--- src/rtl/morse_tx.sv ---
// Morse letter transmitter: takes one letter per valid/ready handshake and keys
// led_o with dot/dash/gap timing built from a programmable unit period.
module morse_tx #(
  parameter int MAX_LEN          = 5,
  parameter int UNIT_CYCLES      = 25,
  parameter int DASH_UNITS       = 3,
  parameter int LETTER_GAP_UNITS = 3,
  parameter int LW               = $clog2(MAX_LEN + 1)
) (
  input  logic               clk_i,
  input  logic               rst_i,
  input  logic [MAX_LEN-1:0] code_i,
  input  logic [LW-1:0]      len_i,
  input  logic               valid_i,
  output logic               ready_o,
  input  logic               abort_i,
  output logic               led_o,
  output logic               busy_o,
  output logic               done_o
);

  localparam int UW   = (UNIT_CYCLES > 1) ? $clog2(UNIT_CYCLES) : 1;
  localparam int MAXU = (DASH_UNITS > LETTER_GAP_UNITS) ? DASH_UNITS : LETTER_GAP_UNITS;
  localparam int NW   = (MAXU > 1) ? $clog2(MAXU) : 1;

  localparam logic [UW-1:0] U_LAST    = UW'(UNIT_CYCLES - 1);
  localparam logic [NW-1:0] DASH_LAST = NW'(DASH_UNITS - 1);
  localparam logic [NW-1:0] LGAP_LAST = NW'(LETTER_GAP_UNITS - 1);
  localparam logic [LW-1:0] LEN_MAX   = LW'(MAX_LEN);

  typedef enum logic [1:0] {IDLE, MARK, GAP, LGAP} state_t;

  state_t             state;
  logic [MAX_LEN-1:0] code_q;
  logic [LW-1:0]      len_q;
  logic [LW-1:0]      ptr;
  logic [UW-1:0]      ucnt;
  logic [NW-1:0]      ncnt;

  logic [LW-1:0] len_acc;
  logic [LW-1:0] ptr_inc;
  logic          sym_dash;

  assign len_acc  = (len_i > LEN_MAX) ? LEN_MAX : len_i;
  assign ptr_inc  = ptr + LW'(1);
  assign sym_dash = |(code_q & (MAX_LEN'(1) << ptr));

  assign ready_o = (state == IDLE);
  assign busy_o  = ~ready_o;
  assign led_o   = (state == MARK);

  function automatic logic [NW-1:0] sym_last(input logic dash);
    return dash ? DASH_LAST : '0;
  endfunction

  // ucnt counts cycles within a unit, ncnt counts remaining units of the state.
  always_ff @(posedge clk_i or posedge rst_i) begin
    if (rst_i) begin
      state  <= IDLE;
      code_q <= '0;
      len_q  <= '0;
      ptr    <= '0;
      ucnt   <= U_LAST;
      ncnt   <= '0;
      done_o <= 1'b0;
    end else begin
      done_o <= 1'b0;
      if (state == IDLE) begin
        if (valid_i) begin
          code_q <= code_i;
          len_q  <= len_acc;
          ptr    <= '0;
          ucnt   <= U_LAST;
          if (len_acc != '0) begin
            state <= MARK;
            ncnt  <= sym_last(code_i[0]);
          end else begin
            state <= LGAP;
            ncnt  <= LGAP_LAST;
          end
        end
      end else if (abort_i) begin
        state <= IDLE;
        ucnt  <= U_LAST;
        ncnt  <= '0;
      end else if (ucnt != '0) begin
        ucnt <= ucnt - UW'(1);
      end else begin
        ucnt <= U_LAST;
        if (ncnt != '0) begin
          ncnt <= ncnt - NW'(1);
        end else begin
          case (state)
            MARK: begin
              ptr <= ptr_inc;
              if (ptr_inc < len_q) begin
                state <= GAP;
                ncnt  <= '0;
              end else begin
                state <= LGAP;
                ncnt  <= LGAP_LAST;
              end
            end
            GAP: begin
              state <= MARK;
              ncnt  <= sym_last(sym_dash);
            end
            default: begin
              state  <= IDLE;
              done_o <= 1'b1;
            end
          endcase
        end
      end
    end
  end

endmodule

--- config.mk ---
export PLATFORM = sky130hd
export DESIGN_NAME = morse_tx
export DESIGN_NICKNAME = d
export VERILOG_FILES = /design/src/rtl/morse_tx.sv
export SDC_FILE = /design/constraint.sdc
export NUM_CORES = 1
export LEC_CHECK = 0
export CORE_ASPECT_RATIO = 1.25
export CORE_MARGIN = 1.5
export CORE_UTILIZATION = 37
export CTS_BUF_LIST = sky130_fd_sc_hd__clkbuf_4 sky130_fd_sc_hd__clkbuf_8 sky130_fd_sc_hd__clkbuf_16
export CTS_CLUSTER_SIZE = 14
export DETAILED_ROUTE_END_ITERATION = 16
export PLACE_DENSITY_LB_ADDON = 0.12
export SETUP_SLACK_MARGIN = 0.3
export SYNTH_ARGS = -nofsm -noshare
export SYNTH_HDL_FRONTEND = slang
export SYNTH_SLANG_ARGS = --single-unit
--- constraint.sdc ---
create_clock -name clk_i -period 5.25 [get_ports clk_i]
set_input_delay 1.3125 -clock clk_i [delete_from_list [all_inputs] [get_ports clk_i]]
set_output_delay 1.3125 -clock clk_i [all_outputs]
set_load 0.1 [all_outputs]
==> results.ini <==
[status]
status = finished clean

[logic_synthesis]
synth_fp_nets = 140
synthFlopType = dfrtp_1
syn_area_mm2 = 0.00121
synth_cells = 117
synth_edf_count = 0
synth-seq-cells = 21
yosysWarnings = 0
ys_async_sr_fraction_pct = 100
synth_area_per_cell_um2 = 10.4
ys_types = 37
yosysSeqAreaShare_pct = 43.5

[setup_path]
cp-startpoint = state[0]
cp_max_fo = 10
cp_slowest_cell = clkdlybuf4s50_1
arrival_ns = 2.33
crit_chain = inv_1, ha_1, clkdlybuf4s50_1
reg2reg_from = ptr[0]
slowest_delay_ns = 1.20
start_kind = flip-flop
worstSetupEndpointType = output port
timing_worst_setup_path_type = flip-flop to output port
required_ns = 3.94

[routing]
drt_wl_total_um = 2430
first_iter_violations = 9
vias_per_cell = 5.26
vias = 900
routedWlPerCell_um = 14.2
ant_nets = 0
drcViolationCount = 0
first_pass_iters = 4

[timing]
min_period_ns = 3.64
setup_violations = 0
fmax_ghz = 0.275
timing.setup.tns_ns = 0
rsz0062_at_grt = no
hold_slack_ns = 0.479
hold_viol_final = 0
setup_ws_ns = 1.61
drv_slew = 0
layout_worst_path_cycle_share_pct = 69.3
slew_headroom_pct = 35.7
skew_ns = 0.00624
tightest_slew_ns = 0.962

[clocking]
cts_buffers = 3
clockBufferDepth = 2
clockRootBuffer = clkbuf_8
cts_tree = yes
cts.clk_slew.worst_paths_ns = 0.08
cts_hold_buffers = 0
h-tree-depth = 1
clk_latency_ns = 0.26
cts.sinks = 21
post_cts_buffers = 0
cts_resized = 0

[power_and_ir_drop]
finalPower_uw = 773
seqPwrFrac_pct = 34.2
switching_share_pct = 43.9
leakagePower_nw = 0.613
combPwrFrac_pct = 51.5
internal_power_uw = 434
p_per_area_mw_per_mm2 = 533
irDropWorstVdd_mv = 0.263
switchingPower_uw = 339
clkPwrFrac_pct = 14.4

[final_layout]
final_nets = 158
insertedDiodeCount = 0
layout-drive-gt1-share_pct = 16.4
nFillCells = 327
synthToLayoutAreaGrowth_pct = 19.4
layout_commonest_cell = dfrtp_1
final_cells = 171
utilization_pct = 45.8
final_cell_mix = dfrtp_1, clkdlybuf4s50_1, inv_1
final_area_mm2 = 0.00145

[placed_design]
dp_hpwl_um = 1910
io_buffers = 15
routabilityCongestion = 0.818
pre_cts_slack_ns = 1.90
numPlacedInstances = 167
place_area_mm2 = 0.00140

[run]
cap_violations = 0

[global_route]
grt_pass1_wl_um = 4160
grt_max_degree = 22
grt_pass1_vias = 939
grt_use_total_pct = 16.3
grt_antenna_before_repair = 0
overflow = 0

[die]
die_area_mm2 = 0.00364
fp.dieH_um = 67.1
die_x_um = 54.3
core_mm2 = 0.00317
rows = 23
start_util_pct = 38.4
pin_count = 16

[hold_path]
hold_class = flip-flop to flip-flop
hp-start = len_q[0]

==> power groups by stage <==
stage | Combinational [mW] | Clock [mW] | Sequential, mW
after floorplan | 0.329 | 0 | 0.254
after global placement | 0.396 | 0 | 0.264
after global routing | 0.437 | 0.122 | 0.271
final | 0.398 | 0.111 | 0.264
after detailed placement | 0.401 | 0 | 0.268
after CTS | 0.402 | 0.116 | 0.265
==> path summary, 6_finish.rpt <==
check                             to  slack [ns]  cells after the start
max reg2reg                  ncnt[1]        3.01                      9
max in group asynchronous     ptr[2]        3.23                      2
min reg2reg                 len_q[0]        0.48                      2
min                         len_q[0]        0.48                      2
max                          ready_o        1.61                      3
min in group asynchronous  code_q[0]        1.51                      2
==> synth_stat cells (all sizes together) (2+ instances only) <==
cell type / instances / area (um2)
dfrtp: 19 / 475
inv: 13 / 48.8
ha: 11 / 138
nand2: 11 / 48.8
o21ai: 11 / 55.1
mux2: 7 / 82.6
a21oi: 5 / 25.0
nand3: 5 / 25.0
nor2: 5 / 26.3
nor3: 4 / 20.0
a22o: 2 / 18.8
buf: 2 / 10.0
dfstp: 2 / 52.6
nand2b: 2 / 20.0
o211ai: 2 / 15.0
o311ai: 2 / 35.0
or3: 2 / 17.5
==> critical path, delay by kind of cell, from the launching register on <==
family | cells | cell delay (ns)
flops | 1 | 0.40
fa+ha+maj | 1 | 0.37
buf+inv | 2 | 1.29
==> flip-flops by register name (all words and copies together), names as in the netlist <==
register and flops:
code_q 5, done_o 1, len_q 3, ncnt 2, ptr 3, state 2
ucnt 5
==> layer usage <==
layer  GRT usage, %  share of wire [%]  vias to the layer above
met5              0                  0                        -
met4           9.38                2.3                        0
met3           2.02                1.8                        4
met2           29.5                 55                        9
met1           17.2                 41                      441
li1               -                  -                      446
==> cell type report <==
cell class | instances | area [um2] | area share (%)
inverters | 13 | 48.8 | 3.36
repair buffers | 15 | 150 | 10.4
well taps | 37 | 46.3 | 3.19
flip-flops and latches | 21 | 528 | 36.4
clock buffers | 4 | 48.8 | 3.36
multi-input cells | 81 | 628 | 43.3
==> cells by family after synthesis <==
group / Yosys count / share of synthesized area, %
AO/OA/AOI/OAI: 28 / 16.2
XOR/XNOR: 1 / 0.721
adder cells (fa/ha/maj): 11 / 11.3
buffers and inverters: 15 / 4.84
flip-flops: 21 / 43.5
multiplexers: 7 / 6.80
AND/OR/NAND/NOR: 34 / 16.7
Power figures use the tool's default switching activity.
